==> src/rtl/sirv_queue_wm.sv <==
// rtl/sirv_queue_wm.sv - parametrised ready/valid FIFO with count, watermarks, flush and overflow flag
//
// Purpose:
//   Synchronous FIFO for peripheral TX/RX buffering. It provides a registered
//   occupancy count, high/low watermark flags that are aligned with the count,
//   a synchronous flush, and a sticky overflow flag.
//
// Ports:
//   clock         rising-edge clock
//   reset         synchronous active-low reset (0 = reset)
//   io_enq_*      enqueue side: ready out, valid/bits in
//   io_deq_*      dequeue side: ready in, valid/bits out
//   io_count      registered occupancy, 0..DEPTH
//   io_flush      discard all entries at the next edge
//   io_hiwm_lvl   high watermark threshold; io_hiwm = count > lvl
//   io_lowm_lvl   low watermark threshold;  io_lowm = count < lvl
//   io_ovf        sticky flag: enqueue attempted while full
//   io_ovf_clr    clears io_ovf (a simultaneous set wins)

module sirv_queue_wm #(
  parameter int WIDTH = 8,
  parameter int DEPTH = 8
) (
  input  logic                       clock,
  input  logic                       reset,
  output logic                       io_enq_ready,
  input  logic                       io_enq_valid,
  input  logic [WIDTH-1:0]           io_enq_bits,
  input  logic                       io_deq_ready,
  output logic                       io_deq_valid,
  output logic [WIDTH-1:0]           io_deq_bits,
  output logic [$clog2(DEPTH):0]     io_count,
  input  logic                       io_flush,
  input  logic [$clog2(DEPTH):0]     io_hiwm_lvl,
  input  logic [$clog2(DEPTH):0]     io_lowm_lvl,
  output logic                       io_hiwm,
  output logic                       io_lowm,
  output logic                       io_ovf,
  input  logic                       io_ovf_clr
);

  localparam int AW = $clog2(DEPTH);
  localparam logic [AW:0] FULL_CNT = (AW+1)'(DEPTH);

  // Storage holds no reset: occupancy is tracked by cnt, so stale entries
  // are never observable.
  logic [WIDTH-1:0] ram_q [DEPTH];

  logic [AW-1:0] wptr_q, wptr_d;
  logic [AW-1:0] rptr_q, rptr_d;
  logic [AW:0]   cnt_q, cnt_d;
  logic          hiwm_q, hiwm_d;
  logic          lowm_q, lowm_d;
  logic          ovf_q, ovf_d;

  logic full;
  logic empty;
  logic enq;
  logic deq;
  logic ovf_set;

  assign full  = (cnt_q == FULL_CNT);
  assign empty = (cnt_q == '0);

  // Handshake outputs depend only on state and flush, never on the opposite
  // side's valid/ready, so there is no enq-to-deq combinational path.
  assign io_enq_ready = ~full & ~io_flush;
  assign io_deq_valid = ~empty & ~io_flush;

  assign enq = io_enq_valid & io_enq_ready;
  assign deq = io_deq_ready & io_deq_valid;

  assign ovf_set = io_enq_valid & full & ~io_flush;

  assign io_deq_bits = ram_q[rptr_q];
  assign io_count    = cnt_q;
  assign io_hiwm     = hiwm_q;
  assign io_lowm     = lowm_q;
  assign io_ovf      = ovf_q;

  always_comb begin
    wptr_d = wptr_q;
    rptr_d = rptr_q;
    cnt_d  = cnt_q;
    ovf_d  = ovf_q;

    if (io_flush) begin
      // enq/deq are already masked off by the handshake decode.
      wptr_d = '0;
      rptr_d = '0;
      cnt_d  = '0;
    end else begin
      if (enq) wptr_d = wptr_q + AW'(1);
      if (deq) rptr_d = rptr_q + AW'(1);
      cnt_d = cnt_q + (AW+1)'(enq) - (AW+1)'(deq);
    end

    // Flags are computed from the next count so they stay aligned with io_count.
    hiwm_d = (cnt_d > io_hiwm_lvl);
    lowm_d = (cnt_d < io_lowm_lvl);

    if (ovf_set) begin
      ovf_d = 1'b1;
    end else if (io_ovf_clr) begin
      ovf_d = 1'b0;
    end
  end

  always_ff @(posedge clock) begin
    if (!reset) begin
      wptr_q <= '0;
      rptr_q <= '0;
      cnt_q  <= '0;
      hiwm_q <= 1'b0;
      lowm_q <= 1'b1;
      ovf_q  <= 1'b0;
    end else begin
      wptr_q <= wptr_d;
      rptr_q <= rptr_d;
      cnt_q  <= cnt_d;
      hiwm_q <= hiwm_d;
      lowm_q <= lowm_d;
      ovf_q  <= ovf_d;
    end
  end

  // The write is gated by reset so that a reset cycle cannot leave a write behind.
  always_ff @(posedge clock) begin
    if (reset && enq) begin
      ram_q[wptr_q] <= io_enq_bits;
    end
  end

endmodule

==> config.mk <==
export PLATFORM = sky130hd
export DESIGN_NAME = sirv_queue_wm
export DESIGN_NICKNAME = d
export VERILOG_FILES = /design/src/rtl/sirv_queue_wm.sv
export SDC_FILE = /design/constraint.sdc
export NUM_CORES = 1
export LEC_CHECK = 0
export ABC_AREA = 1
export ABC_CLOCK_PERIOD_IN_PS = 2800
export CORE_UTILIZATION = 49
export DETAILED_ROUTE_END_ITERATION = 16
export GPL_TIMING_DRIVEN = 0
export PLACE_DENSITY_LB_ADDON = 0.1
export SYNTH_ARGS = -nofsm -noshare
export SYNTH_HDL_FRONTEND = slang
export SYNTH_SLANG_ARGS = --single-unit
==> constraint.sdc <==
create_clock -name clock -period 2.8 [get_ports clock]
set_clock_uncertainty 0.15 [all_clocks]
set_input_delay 0.42 -clock clock [delete_from_list [all_inputs] [get_ports clock]]
set_output_delay 0.42 -clock clock [all_outputs]
set_load 0.01 [all_outputs]
Word level (Yosys, flattened, before mapping)

Memories as Yosys holds them, arrays and structs flattened. A register that Yosys moved wholly into a read port is not among the register bits.
Index checks and enable logic that the tools add are counted.

Register bits: 13
RAM bits: 64
Output and inout bits: 17
Memories: 1

Add/subtract/negate cells: 4
$lt $le $gt $ge: 2
Eq/ne operators: 1
Multiplexer cells: 7
Bitwise operators: 10
Reduce and logical (&&, ||, !) cells: 4

Memories:

| name  | depth | bits a word | rd ports | clocked after memory_dff | wr ports | RTL line | RTL |
|---|---|---|---|---|---|---|---|
| ram_q | 8     | 8           | 1        | 1                        | 1        | 47       | `logic [WIDTH-1:0] ram_q [DEPTH];` |

Operators by type and width:

| kind                  | number |
|---|---|
| $add A3 B1 Y3 const B | 2 |
| $and A1 B1 Y1         | 6 |
| $mux W3               | 2 |
| $add A4 B1 Y4         | 1 |
| $eq A4 B4 Y1 const B  | 1 |
| $gt A4 B4 Y1          | 1 |
| $logic_not A4 Y1      | 1 |
| $lt A4 B4 Y1          | 1 |
| $mux W1               | 4 |
| $mux W4               | 1 |
| $not A1 Y1            | 4 |
| $sub A4 B1 Y4         | 1 |
| $reduce_bool A2 Y1    | 1 |
| $reduce_or A2 Y1      | 1 |
| $logic_and A1 B1 Y1   | 1 |

Logic depth before layout (Yosys ltp)

Depth in word-level cells: 8
Gate-level depth with buffers: 18
Gate-level depth less buffers: 18

Worst setup path before layout

Ideal clock, no wire load.

Path type: register to register
Start point: register cnt_q[2], in the netlist io_count[2]
End point: register hiwm_q, in the netlist io_hiwm
Setup time: 70 ps
Arrival time: 2464 ps
Slack: 116 ps
Cell stages (with the launch flop): 15
Buffers on the path: 0
Period minus slack after synthesis: 2684 ps
Path through: dfxtp_1 -> inv_1 -> ha_1 -> a21oi_1 -> nand3_2 -> nand2_1 -> ha_1 -> fa_1 -> inv_1 -> nor2_1 -> ha_1 -> inv_1 -> o21bai_1 -> nand3_1 -> a21oi_1

Elaborated cells between the ends (all ways): 12
Those cells by class: add/sub (2); order compare (1); eq/ne (1); mux (1); bitwise (6); reduce/logical (1)

RTL lines:

| what                     | RTL line | RTL |
|---|---|---|
| start: declaration       | 51       | `logic [AW:0] cnt_q, cnt_d;` |
| start signal: assignment | 120      | `cnt_q <= cnt_d;` |
| $logic_not A4 Y1         | 63       | `assign empty = (cnt_q == '0);` |
| $not A1 Y1               | 68       | `assign io_deq_valid = ~empty & ~io_flush;` |
| $and A1 B1 Y1            | 68       |  |
| via io_deq_valid         | 30       | `output logic io_deq_valid,` |
| $and A1 B1 Y1            | 71       | `assign deq = io_deq_ready & io_deq_valid;` |
| $sub A4 B1 Y4            | 95       | `cnt_d = cnt_q + (AW+1)'(enq) - (AW+1)'(deq);` |
| $mux W4                  | 87       | `if (io_flush) begin` |
| via cnt_d[1]             | 51       |  |
| $gt A4 B4 Y1             | 99       | `hiwm_d = (cnt_d > io_hiwm_lvl);` |
| end signal: assignment   | 121      | `hiwm_q <= hiwm_d;` |
| end: declaration         | 52       | `logic hiwm_q, hiwm_d;` |

The timed path passes the listed nets, and every way through them passes these cells.
A chain may end at the register's enable or synchronous reset.

Worst setup path in the final report

Start point: register cnt_q[3], in the netlist io_count[3]
End point: register hiwm_q, in the netlist io_hiwm

Word-level cells in the longest chain between the ends: 8
Elaborated cells between the ends (all ways): 12
Those cells by class: add/sub (2); order compare (1); eq/ne (1); mux (1); bitwise (6); reduce/logical (1)

Ends and longest elaborated chain:

| what            | RTL line | RTL |
|---|---|---|
| $eq A4 B4 Y1    | 62       | `assign full = (cnt_q == FULL_CNT);` |
| $not A1 Y1      | 67       | `assign io_enq_ready = ~full & ~io_flush;` |
| $and A1 B1 Y1   | 67       |  |
| $and A1 B1 Y1   | 70       | `assign enq = io_enq_valid & io_enq_ready;` |
| $add A4 B1 Y4   | 95       |  |
| $sub A4 B1 Y4 * | 95       |  |
| $mux W4 *       | 87       |  |
| via cnt_d[1]    | 51       |  |
| $gt A4 B4 Y1 *  | 99       |  |

The timed path passes the listed nets; every way through them passes the cells marked *.

==> results.ini <==
[drt]
vias=2587
vias_per_cell=5.02
firstDrtPassIters=4
route.antenna.remaining_nets=0
wl_um=7510
first_iter_violations=135
drcViolationCount=0
avgRoutedWirePerCell_um=14.6

[sta]
setup_viol=0
slew_headroom_pct=14.7
final_max_slew_viol_count=0
worst_pin_slew_ns=1.27
hold_violations=0
hold_ws_ns=0.241
min_period_ns=2.65
max_freq_ghz=0.377
period_share_pct=94.8

[clock_tree]
numCtsBuffers=9
clk_latency_ns=0.35
cts_buffer_depth=2
htree_levels=3
clock-sinks=80
clkSlewWorstSetupHoldPaths_ns=0.09
root_buffer=clkbuf_8
holdBufCountCts=0
cts_tree=done

[floorplan]
initial_utilization_pct=51.8
die_area_sq_um=7690
die_y_um=87.7
num_io_pins=39
core_area_sq_um=6940
rows=30
die_w_um=87.7

[yosys]
synthTopCellsByArea=edfxtp_1 (53%), dfxtp_1 (8.9%), nor2_1 (8.6%)
ys_top_cells_by_count=nor2_1 (82), edfxtp_1 (64), nand2_1 (63), o21ai_1 (32), inv_1 (24)
yosys_warnings=0
mappedNetlistArea_sq_um=3600
yosysMostFrequentCell=nor2_1
synth_edf_count=64
synth_nets=392
ys.flop_type=edfxtp_1
synth_seq_area_share_pct=62.3
ys_async_sr_fraction_pct=0
synth_top_cell_area_share_pct=53.4
synth_cell_types=30
yosysTopAreaCell=edfxtp_1
synth_seq_cells=80
syn_inst=355
syn_area_per_cell_sq_um=10.1

[grt]
antenna_found_initial=0
track_usage_pct=21.3
grt_pass1_wl_um=11900
grt_overflow=0
grt_max_degree=16
grt_pass1_vias=2511

[critical_path]
crit_start=io_count[3]
crit_type=flip-flop to flip-flop
required_ns=2.94
worstPathArrival_ns=2.79
end_kind=flip-flop
cpPeakStageDelay_ns=0.40
crit_end=io_hiwm
critical-path-top-delay-family=adder cells
cpMostUsedCell=inv_1
startpoint_type=flip-flop
cp_max_fo=3
reg2reg_slack_ns=0.15
slowest_stage=fa_1
crit_cells=14
r2r_end=io_hiwm
r2r_cells=14
critPathBufInv=3
r2r-start=io_count[3]
path_cells=inv_1 > ha_4 > a21oi_4 > nand3_4 > nand2_1 > ha_2 > fa_1 > inv_1 > nor2_2 > ha_1 > inv_1 > o21bai_1 > nand3_1 > a21oi_2

[placed_design]
dpl.hpwl_um=5150
gp_congestion=0.757
port_buffers=38

[hold_path]
min_from=io_enq_valid
hold_class=input port to flip-flop

[layout]
nNetsFinal=451
diodes=0
drive_gt1_share_pct=15.8
area_delta_synth_final_pct=24.4
final_util_pct=64.4
fill_cells=601

[pwr]
p_per_area_nw_per_um2=530
leakagePower_nw=1.75
ir_drop_mv=0.235

[job]
max-cap-violations=0

[outcome]
status=complete, no violations

[state kept, by name (all words and copies together) (netlist names), named ones only]
signal	flops
rptr_q	3
io_count	4
io_ovf	1
ram_q	64
io_hiwm	1
wptr_q	3
io_lowm	1
[area by class of cell]
type | count | area, sq um | share of cell area (%)
inverter | 30 | 115 | 2.57
multi-input combinational | 234 | 1260 | 28.2
clock inverter | 7 | 78.8 | 1.76
tap | 96 | 120 | 2.68
clock buffer | 9 | 124 | 2.77
sequential | 80 | 2250 | 50.2
timing repair buffer | 48 | 457 | 10.2
buffer | 11 | 70.1 | 1.57
[cell usage in the layout (no fill, tap or decap), drive strengths merged, types with 2 or more instances in the layout]
cell type / n
a21oi: 9
buf: 20
clkbuf: 11
clkdlybuf4s50: 36
clkinv: 2
clkinvlp: 3
dfxtp: 16
edfxtp: 64
ha: 14
inv: 31
nand2: 68
nand3: 12
nand4: 3
nor2: 85
nor3: 4
o21ai: 34
[power breakdown]
group / internal (W) / leakage [nW] / switching [W]
sequential: 0.00129 / 0.707 / 0.00000560
clock: 0.000419 / 0.0925 / 0.000435
combinational: 0.000104 / 0.950 / 0.000118
[metrics by stage]
step,total power (W),setup TNS [ns],instance area (sq um),setup WS [ns],std cells
3_3_place_gp,0.00151,-4.99,4100,-0.558,489
3_5_place_dp,0.00152,-6.07,4100,-0.584,489
2_1_floorplan,0.00142,0,3600,0.116,355
4_1_cts,0.00236,0,4330,0.0120,506
6_report,0.00237,0,4470,0.147,515
5_1_grt,0.00246,-0.00609,4470,-0.00609,515
[worst min path at each step]
stage | end | cells past startpoint | slack [ns]
floorplan | wptr_q[0] | 2 | 0.31
global placement | io_ovf | 2 | 0.29
detailed placement | io_ovf | 2 | 0.30
CTS | io_ovf | 2 | 0.31
global route | io_ovf | 3 | 0.26
finish | io_ovf | 3 | 0.24
[what timing repair did]
| action | CTS | global route |
|---|---|---|
| setup buffers | 1 | 9 |
| pin swaps | 3 | 10 |
| endpoints found under the setup margin | 2 | 2 |
| gates resized for setup | 7 | 19 |
[worst register-to-register path: cells and delay by family, from the launching register on]
| kind | cells | cell delay, ns |
|---|---|---|
| adder cells (fa/ha/maj) | 4 | 1.06 |
| AO/OA/AOI/OAI | 3 | 0.43 |
| flip-flops | 1 | 0.38 |
| AND/OR/NAND/NOR | 4 | 0.35 |
| buffers and inverters | 3 | 0.22 |
[layer usage]
metal	wire length, um	vias up	global-route usage (%)
met5	0	-	0
met3	267	13	4.62
li1	-	1305	-
met2	3810	60	38.1
met4	148	0	8.20
met1	3280	1209	25.0
[logic make-up (layout without fill, tap and decap cells)]
kind of cell,Yosys count,in the layout,synth area share (%)
flip-flops,80,80,62.3
AO/OA/AOI/OAI,44,44,6.30
XOR/XNOR,2,2,0.487
AND/OR/NAND/NOR,173,173,20.3
buffers and inverters,41,105,5.15
adder cells (fa/ha/maj),15,15,5.43
(Power assumes the default switching activity.)
